--- src/rtl/program_load_sequencer.sv ---
// Boot/run controller: streams a program into the core's memory while holding it in reset,
// then releases the core for a programmed number of cycles and captures its final alu_result.
module program_load_sequencer #(
  parameter int ADD_WIDTH  = 7,
  parameter int DATA_WIDTH = 8,
  parameter int CNT_WIDTH  = 8
) (
  input  logic                  clk,
  input  logic                  rst,
  input  logic                  start,
  input  logic                  abort,
  input  logic [ADD_WIDTH-1:0]  load_len,
  input  logic [CNT_WIDTH-1:0]  run_cycles,
  input  logic [DATA_WIDTH-1:0] byte_in,
  input  logic                  byte_valid,
  output logic                  byte_ready,
  output logic                  pm_wr_en,
  output logic [ADD_WIDTH-1:0]  pm_addr,
  output logic [DATA_WIDTH-1:0] pm_wr_data,
  output logic                  cpu_rst,
  input  logic [DATA_WIDTH-1:0] alu_result_in,
  output logic [DATA_WIDTH-1:0] result,
  output logic                  busy,
  output logic                  done
);

  typedef enum logic [2:0] {
    S_IDLE,
    S_LOAD,
    S_SETTLE,
    S_RUN,
    S_DONE
  } state_t;

  localparam logic [ADD_WIDTH-1:0] ONE_A = ADD_WIDTH'(1);
  localparam logic [CNT_WIDTH-1:0] ONE_C = CNT_WIDTH'(1);
  localparam logic [CNT_WIDTH-1:0] ZERO_C = '0;

  state_t                state_q, state_d;
  logic [ADD_WIDTH-1:0]  count_q, count_d;
  logic [ADD_WIDTH-1:0]  len_q, len_d;
  logic [CNT_WIDTH-1:0]  run_len_q, run_len_d;
  logic [CNT_WIDTH-1:0]  run_cnt_q, run_cnt_d;
  logic                  pm_wr_en_q, pm_wr_en_d;
  logic [ADD_WIDTH-1:0]  pm_addr_q, pm_addr_d;
  logic [DATA_WIDTH-1:0] pm_wr_data_q, pm_wr_data_d;
  logic [DATA_WIDTH-1:0] result_q, result_d;

  logic                  handshake;
  logic [ADD_WIDTH-1:0]  last_idx;
  logic                  accept_start;

  // A latched length of 0 wraps to the top address, giving a full-depth load.
  assign last_idx     = len_q - ONE_A;
  assign handshake    = (state_q == S_LOAD) && byte_valid;
  assign accept_start = start && !abort;

  always_comb begin
    state_d      = state_q;
    count_d      = count_q;
    len_d        = len_q;
    run_len_d    = run_len_q;
    run_cnt_d    = run_cnt_q;
    pm_wr_en_d   = 1'b0;
    pm_addr_d    = pm_addr_q;
    pm_wr_data_d = pm_wr_data_q;
    result_d     = result_q;

    if (handshake) begin
      pm_wr_en_d   = 1'b1;
      pm_addr_d    = count_q;
      pm_wr_data_d = byte_in;
      count_d      = count_q + ONE_A;
    end

    case (state_q)
      S_IDLE, S_DONE: begin
        if (accept_start) begin
          state_d   = S_LOAD;
          len_d     = load_len;
          run_len_d = run_cycles;
          count_d   = '0;
        end
      end
      S_LOAD: begin
        if (handshake && (count_q == last_idx)) begin
          state_d = S_SETTLE;
        end
      end
      S_SETTLE: begin
        state_d   = S_RUN;
        run_cnt_d = run_len_q;
      end
      S_RUN: begin
        // A zero count never reaches 1, so the core free-runs until abort.
        if (run_cnt_q == ONE_C) begin
          result_d  = alu_result_in;
          run_cnt_d = ZERO_C;
          state_d   = S_DONE;
        end else if (run_cnt_q != ZERO_C) begin
          run_cnt_d = run_cnt_q - ONE_C;
        end
      end
      default: state_d = S_IDLE;
    endcase

    // The write already scheduled above still goes out; only control is unwound.
    if (abort) begin
      state_d  = S_IDLE;
      count_d  = '0;
      result_d = result_q;
    end
  end

  always_ff @(posedge clk) begin
    if (rst) begin
      state_q      <= S_IDLE;
      count_q      <= '0;
      len_q        <= '0;
      run_len_q    <= '0;
      run_cnt_q    <= '0;
      pm_wr_en_q   <= 1'b0;
      pm_addr_q    <= '0;
      pm_wr_data_q <= '0;
      result_q     <= '0;
    end else begin
      state_q      <= state_d;
      count_q      <= count_d;
      len_q        <= len_d;
      run_len_q    <= run_len_d;
      run_cnt_q    <= run_cnt_d;
      pm_wr_en_q   <= pm_wr_en_d;
      pm_addr_q    <= pm_addr_d;
      pm_wr_data_q <= pm_wr_data_d;
      result_q     <= result_d;
    end
  end

  assign byte_ready = (state_q == S_LOAD);
  assign cpu_rst    = (state_q != S_RUN);
  assign busy       = (state_q == S_LOAD) || (state_q == S_SETTLE) || (state_q == S_RUN);
  assign done       = (state_q == S_DONE);
  assign pm_wr_en   = pm_wr_en_q;
  assign pm_addr    = pm_addr_q;
  assign pm_wr_data = pm_wr_data_q;
  assign result     = result_q;

endmodule

--- config.mk ---
export PLATFORM = sky130hd
export DESIGN_NAME = program_load_sequencer
export DESIGN_NICKNAME = d
export VERILOG_FILES = /design/src/rtl/program_load_sequencer.sv
export SDC_FILE = /design/constraint.sdc
export NUM_CORES = 1
export LEC_CHECK = 0
export ABC_AREA = 0
export CORE_MARGIN = 10
export CORE_UTILIZATION = 46
export CTS_BUF_LIST = sky130_fd_sc_hd__clkbuf_4 sky130_fd_sc_hd__clkbuf_8
export DETAILED_ROUTE_END_ITERATION = 10
export GPL_ROUTABILITY_DRIVEN = 1
export PLACE_DENSITY = 0.76
export SLEW_MARGIN = 40
export SYNTH_ARGS = -nofsm -noshare
export SYNTH_HDL_FRONTEND = slang
export SYNTH_SLANG_ARGS = --single-unit
--- constraint.sdc ---
create_clock -name clk -period 5.2 [get_ports clk]
set_input_delay 0.78 -clock clk [delete_from_list [all_inputs] [get_ports clk]]
set_output_delay 0.78 -clock clk [all_outputs]
set_load 0.05 [all_outputs]
==> reports/results.md, run 1 <==
| Result | This run |
|:---|:---|
| Run status | finished clean |
| Number of violations of the max-capacitance limit | 0 |
| Max Clock Freq | 0.3119 GHz |
| Post-CTS Resized | 0 |
| Post-route minimum period | 3.206 ns |
| I/O pin count | 64 |
| Reg clk slew, reported paths | 0.06 ns |
| Worst-Skew Late Latency | 0.33 ns |
| Met3 track demand over resource in global routing | 0.05675 |
| Signal arrival time at the worst endpoint | 2.43 ns |
| Final worst setup slack | 1.994 ns |
| Unrepaired setup endpoints after global routing | false |
| GRT met2 Usage | 0.2328 |
| Core area | 5238 um^2 |
| Worst min-delay path class | register to register |
| First-pass GRT wire length | 10.37 mm |
| Last element of the critical path | cpu_rst |
| Final core utilization | 0.6610 |
| Number of buffers between clock root and the deepest sink | 2 |
| Final global-route overflow total | 0 |
| Area of the mapped netlist | 2539 um^2 |
| Vias in the first global route | 2,186 |
| Most frequent standard cell in the layout excluding fill and tap cells | sky130_fd_sc_hd__nand2_1 |
| Std-Cell Rows | 26 |
| Violation count after the first detailed-route iteration | 142 |
| Critical Path Start | state_q[1]$_SDFFE_PP0P_ |
| Number of nets in the layout | 410 |
| Combinational group share of total power | 0.090 |
| Leading cell types by total area after synthesis | sky130_fd_sc_hd__dfxtp_1, sky130_fd_sc_hd__nand2_1, sky130_fd_sc_hd__a21oi_1 |
| Most congested layer reported by global routing | met2 |
| Number of standard cells after synthesis | 308 |
| Vias post-DR | 2,334 |
| Area after DPL | 3236 um^2 |
| Final wirelength | 6.461 mm |
| Met1 usage in global routing | 0.1730 |
| P_leak | 1.269 nW |
| IR Drop Worst-Case VDD | 0.0002091 V |
| Int Power | 0.0007486 W |
| Switching portion of total power | 0.2293 |
| Number of fill cells in the layout | 425 |
| DR pass1 iterations | 4 |
| Area fraction of the dominant cell type after synthesis | 0.4495 |
| Die H | 94.29 um |
| Ant. Diodes | 0 |
| Worst EP required | 4.42 ns |
| Share of total power in the clock network | 0.446 |
| Number of buffers created by CTS | 9 |
| Number of vias per cell | 5.245 |
| Psw | 0.0002227 W |
| Clock tree from TritonCTS | built |
| Antenna violations before repair | 0 |
| Cells on worst reg2reg path | 6 |
| Routed wire length per instance | 14.52 um |
| Average size of a mapped cell | 8.242 um^2 |
| Sequential cell area fraction in the yosys report | 0.4495 |
| Least-Margin Pin Slew | 0.6401 ns |
| Sort of element at the end of the critical path | primary output |
| Pre-CTS setup slack | 2.404 ns |
| Register-to-register setup slack | 2.60 ns |
| Reg-to-reg endpoint | result[6]$_SDFFE_PP0P_ |
| Cell area after layout | 3462 um^2 |
| Post-DP HPWL | 4.666 mm |
| Final clock period utilization by the worst path | 0.6166 |
| Commonest non-fill, non-tap cells in the layout | sky130_fd_sc_hd__nand2_1, sky130_fd_sc_hd__clkdlybuf4s50_1, sky130_fd_sc_hd__dfxtp_1 |
| Horizontal extent of the die | 94.29 um |
| Power per unit of standard cell area | 280.6 nW/um^2 |
| Slew Limit Headroom | 0.5672 |
| Seq pwr share | 0.464 |
| Remaining DRCs | 0 |
| Hold-fix buffers, CTS | 0 |
| Final count of hold timing violations | 0 |
| Critical path launch point type | register |
| Leading area contributor after synthesis | sky130_fd_sc_hd__dfxtp_1 |
| Launch instance of the worst register-to-register path | run_cnt_q[0]$_SDFFE_PP0P_ |
| Layout overhead on the synthesized area | 36.37% |
| Overall track demand over capacity in global routing | 0.1470 |
| Number of warnings issued by yosys | 0 |
| Number of distinct library cells after synthesis | 47 |
| Total negative setup slack | 0 ns |
| Share of cells above drive strength 1 | 0.07467 |
| CTS H-tree lvls | 3 |
| Antenna violation net count after detailed routing | 0 |
| Worst Path Class, Setup | register to primary output |
| Die area | 8891 um^2 |
| # setup viols final | 0 |
| Worst Hold Slack | 0.4551 ns |
| Sink Count | 57 |
| Pin count of the biggest net entering global routing | 32 |
| Startpoint of the tightest hold check path | pm_addr[1]$_SDFFE_PP0P_ |
| Port buffer count | 63 |
| Clk_skew | 0.006018 ns |
| Yosys reg bits | 57 |
| Net count after synthesis | 348 |
| Clock root buffer master | sky130_fd_sc_hd__clkbuf_8 |
| Crit Path Max Fanout | 10 |
| Starting Density | 0.4847 |
| Post-CTS setup buffer count | 0 |
| RePlAce Congestion | 0.8190 |
| Max-slew violation total from the final report | 0 |
-- power groups by stage --
stage               combinational [W]  sequential, W  clock [W]
CTS                         0.0000882       0.000450   0.000443
detailed placement          0.0000874       0.000460          0
finish                      0.0000876       0.000450   0.000433
global placement            0.0000865       0.000460          0
floorplan                   0.0000406       0.000464          0
global route                0.0000965       0.000451   0.000460
-- critical path: stages, from the launching register on --
cell                              delay, ns
sky130_fd_sc_hd__dfxtp_1               0.51
sky130_fd_sc_hd__and3b_1               0.48
sky130_fd_sc_hd__clkinv_1              0.32
sky130_fd_sc_hd__clkdlybuf4s50_1       0.78
-- synthesized netlist by cell type (all sizes together) --
cell type	number
and3b	1
inv	5
mux2i	8
nor4b	2
a22oi	3
buf	2
and3	1
and4	1
dfxtp	57
nand2	74
or3	1
ha	4
or4	1
a211oi	1
nor3	5
o2111ai	1
o21ai	9
nor2	24
nor4bb	1
nor4	1
a21oi	40
nand2b	1
clkinv	1
o211ai	1
nor3b	2
o41ai	3
nand3b	2
xnor2	5
a22o	2
and2	2
a41oi	1
a21o	3
or4b	3
nor2b	2
o31a	1
nand4	5
o31ai	2
o21ba	1
nand3	3
o2bb2ai	1
xor2	11
a221oi	1
clkbuf	13
-- area by class of cell --
| type | count | area (um^2) | area share |
|---|---|---|---|
| repair buffers | 66 | 653.1 | 0.1887 |
| well taps | 70 | 87.58 | 0.02530 |
| flip-flops and latches | 57 | 1141 | 0.3296 |
| clock buffers | 12 | 165.2 | 0.04770 |
| multi-input cells | 230 | 1343 | 0.3878 |
| inverters | 6 | 22.52 | 0.006505 |
| clock inverters | 4 | 50.05 | 0.01446 |
-- routing by layer --
layer / vias up / routed length (um)
met5: - / 0
met4: 0 / 50
met3: 6 / 494
met2: 76 / 3001
met1: 1065 / 2915
li1: 1187 / -
-- worst min path at each step --
stage,slack (ns),cells past startpoint,endpoint
4_1_cts,0.46,2,pm_addr[4]$_SDFFE_PP0P_
6_report,0.46,2,pm_addr[1]$_SDFFE_PP0P_
3_3_place_gp,0.44,2,pm_addr[3]$_SDFFE_PP0P_
3_5_place_dp,0.45,2,pm_addr[4]$_SDFFE_PP0P_
5_1_grt,0.48,2,run_len_q[1]$_SDFFE_PP0P_
2_1_floorplan,0.43,2,run_len_q[5]$_SDFFE_PP0P_
-- state kept, by name (all words and copies together) (netlist names) --
name / cells
pm_addr: 7
run_len_q: 8
pm_wr_data: 8
result: 8
len_q: 7
state_q: 3
run_cnt_q: 8
count_q: 7
pm_wr_en: 1
-- metrics by stage --
stage	total power [W]	cells
2_1_floorplan	0.0005046	308
5_1_grt	0.001008	445
3_3_place_gp	0.0005463	428
4_1_cts	0.0009816	445
3_5_place_dp	0.0005474	429
6_report	0.0009713	445
-- kinds of logic after synthesis --
kind of cell    share of synthesized area
compound gates                     0.1695
xor+xnor                          0.05520
fa+ha+maj                         0.01971
buf+inv                           0.03450
flops                              0.4495
mux                               0.03154
simple gates                       0.2400
Power figures use the tool's default switching activity.
==> run 2, diff against run 1 <==
Clock period 5.2 ns to 3 ns, I/O delays scaled along.
==> reports/results.md, run 2 (same netlist as run 1, synthesis figures left out) <==
| Result | This run |
|:---|:---|
| Post-CTS setup buffer count | 0 |
| Run status | finished clean |
| Vias post-DR | 2,379 |
| Routed wire length per instance | 15.00 um |
| Post-route minimum period | 2.635 ns |
| Startpoint of the tightest hold check path | pm_addr[3]$_SDFFE_PP0P_ |
| I/O pin count | 64 |
| Number of violations of the max-capacitance limit | 0 |
| Sink Count | 57 |
| Clk_skew | 0.008214 ns |
| Least-Margin Pin Slew | 0.6563 ns |
| Clock root buffer master | sky130_fd_sc_hd__clkbuf_8 |
| P_leak | 1.298 nW |
| CTS H-tree lvls | 3 |
| Die H | 94.29 um |
| Worst Path Class, Setup | register to primary output |
| Hold depth | 2 |
| Number of vias per cell | 5.298 |
| Total negative setup slack | 0 ns |
| Sort of element at the end of the critical path | primary output |
| Layout overhead on the synthesized area | 37.46% |
| Most frequent standard cell in the layout excluding fill and tap cells | sky130_fd_sc_hd__nand2_1 |
| Reg clk slew, reported paths | 0.06 ns |
| IR Drop Worst-Case VDD | 0.0003503 V |
| Final global-route overflow total | 0 |
| Violation count after the first detailed-route iteration | 203 |
| Commonest non-fill, non-tap cells in the layout | sky130_fd_sc_hd__nand2_1, sky130_fd_sc_hd__clkdlybuf4s50_1, sky130_fd_sc_hd__dfxtp_1 |
| Highest-delay cell along the critical path | sky130_fd_sc_hd__clkdlybuf4s50_1 |
| Final worst setup slack | 0.3648 ns |
| Final count of hold timing violations | 0 |
| Post-DP HPWL | 4.793 mm |
| Starting Density | 0.4847 |
| Cells on worst reg2reg path | 7 |
| Clock tree from TritonCTS | built |
| Post-CTS Resized | 0 |
| Max Clock Freq | 0.3795 GHz |
| First-pass GRT wire length | 11.06 mm |
| Signal arrival time at the worst endpoint | 2.19 ns |
| Final clock period utilization by the worst path | 0.8784 |
| Crit Path Max Fanout | 10 |
| Vias in the first global route | 2,329 |
| Power per unit of standard cell area | 500.8 nW/um^2 |
| CP Cell Sequence | and3b_1 > clkinv_1 > clkdlybuf4s50_1 |
| Std-Cell Rows | 26 |
| Final wirelength | 6.733 mm |
| Horizontal extent of the die | 94.29 um |
| Critical path launch point type | register |
| Die area | 8891 um^2 |
| Hold path endpoint | pm_addr[3]$_SDFFE_PP0P_ |
| Core area | 5238 um^2 |
| Antenna violation net count after detailed routing | 0 |
| Pin count of the biggest net entering global routing | 33 |
| Launch instance of the worst register-to-register path | run_cnt_q[1]$_SDFFE_PP0P_ |
| Number of fill cells in the layout | 456 |
| Maximum single-stage delay on the critical path | 0.73 ns |
| Share of cells above drive strength 1 | 0.08443 |
| Slew Limit Headroom | 0.5611 |
| Hold-fix buffers, CTS | 0 |
| Worst EP required | 2.55 ns |
| Overall track demand over capacity in global routing | 0.1579 |
| Max-slew violation total from the final report | 0 |
| Antenna violations before repair | 0 |
| Register-to-register setup slack | 0.46 ns |
| FF/Latch Area | 1141 um^2 |
| RePlAce Congestion | 0.8666 |
| Area of the multi-input gates | 1331 um^2 |
| # setup viols final | 0 |
| Remaining DRCs | 0 |
| Worst min-delay path class | register to register |
| Reg-to-reg endpoint | result[6]$_SDFFE_PP0P_ |
| Unrepaired setup endpoints after global routing | false |
| DR pass1 iterations | 4 |
| Pre-CTS setup slack | 0.4842 ns |
| Worst Hold Slack | 0.4519 ns |
| Worst-Skew Late Latency | 0.34 ns |
| Number of nets in the layout | 414 |
| Port buffer count | 63 |
| Number of buffers between clock root and the deepest sink | 2 |
| Ant. Diodes | 0 |
| Number of buffers created by CTS | 9 |
-- run 2: changes by cell type in the layout (fill, tap and decap cells not counted), sizes merged --
cell,change
clkinvlp,-2
buf,+4
bufinv,+1
clkbuf,-1
clkinv,+2
-- run 2: how the worst max path moves through the flow --
stage                     slack [ns]                 startpoint  cells past startpoint                      end
after floorplan                 0.35    state_q[1]$_SDFFE_PP0P_                      6  pm_addr[0]$_SDFFE_PP0P_
after global placement          0.56  run_cnt_q[1]$_SDFFE_PP0P_                      7   result[3]$_SDFFE_PP0P_
after detailed placement        0.48  run_cnt_q[1]$_SDFFE_PP0P_                      7   result[6]$_SDFFE_PP0P_
after CTS                       0.34    state_q[1]$_SDFFE_PP0P_                      3                  cpu_rst
after global routing            0.20    state_q[1]$_SDFFE_PP0P_                      3                  cpu_rst
final                           0.36    state_q[1]$_SDFFE_PP0P_                      3                  cpu_rst
-- run 2: stage by stage --
step	utilization	instances	total power [W]	cell area (um^2)
after detailed placement	0.6235	433	0.0009535	3266
final	0.6663	449	0.001748	3490
after global routing	0.6663	449	0.001814	3490
after CTS	0.6663	449	0.001755	3490
after floorplan	-	308	0.0008747	2539
after global placement	0.6235	433	0.0009511	3266
-- run 2: critical path, delay by kind of cell (launching register included) --
| kind | cells | cell delay (ns) |
|---|---|---|
| buffers and inverters | 2 | 0.88 |
| and+or+nand+nor | 1 | 0.45 |
| DFF | 1 | 0.52 |
-- run 2: layout make-up --
type / count / area share
clock buffer: 11 / 0.04159
sequential: 57 / 0.3270
tap: 70 / 0.02510
clock inverter: 5 / 0.02259
multi-input combinational: 230 / 0.3815
timing repair buffer: 70 / 0.1958
inverter: 6 / 0.006454
-- run 2: metal layers --
layer | vias to the layer above | global-route usage | part of all wire
met1 | 1103 | 0.1937 | 0.45
met5 | - | 0 | 0
li1 | 1194 | - | -
met2 | 67 | 0.2443 | 0.46
met4 | 0 | 0.06962 | 0.022
met3 | 15 | 0.05276 | 0.063
-- run 2: where the power goes --
part	switching [W]	internal, W
sequential	0.0000110	0.000770
combinational	0.0000776	0.0000797
clock	0.000311	0.000498
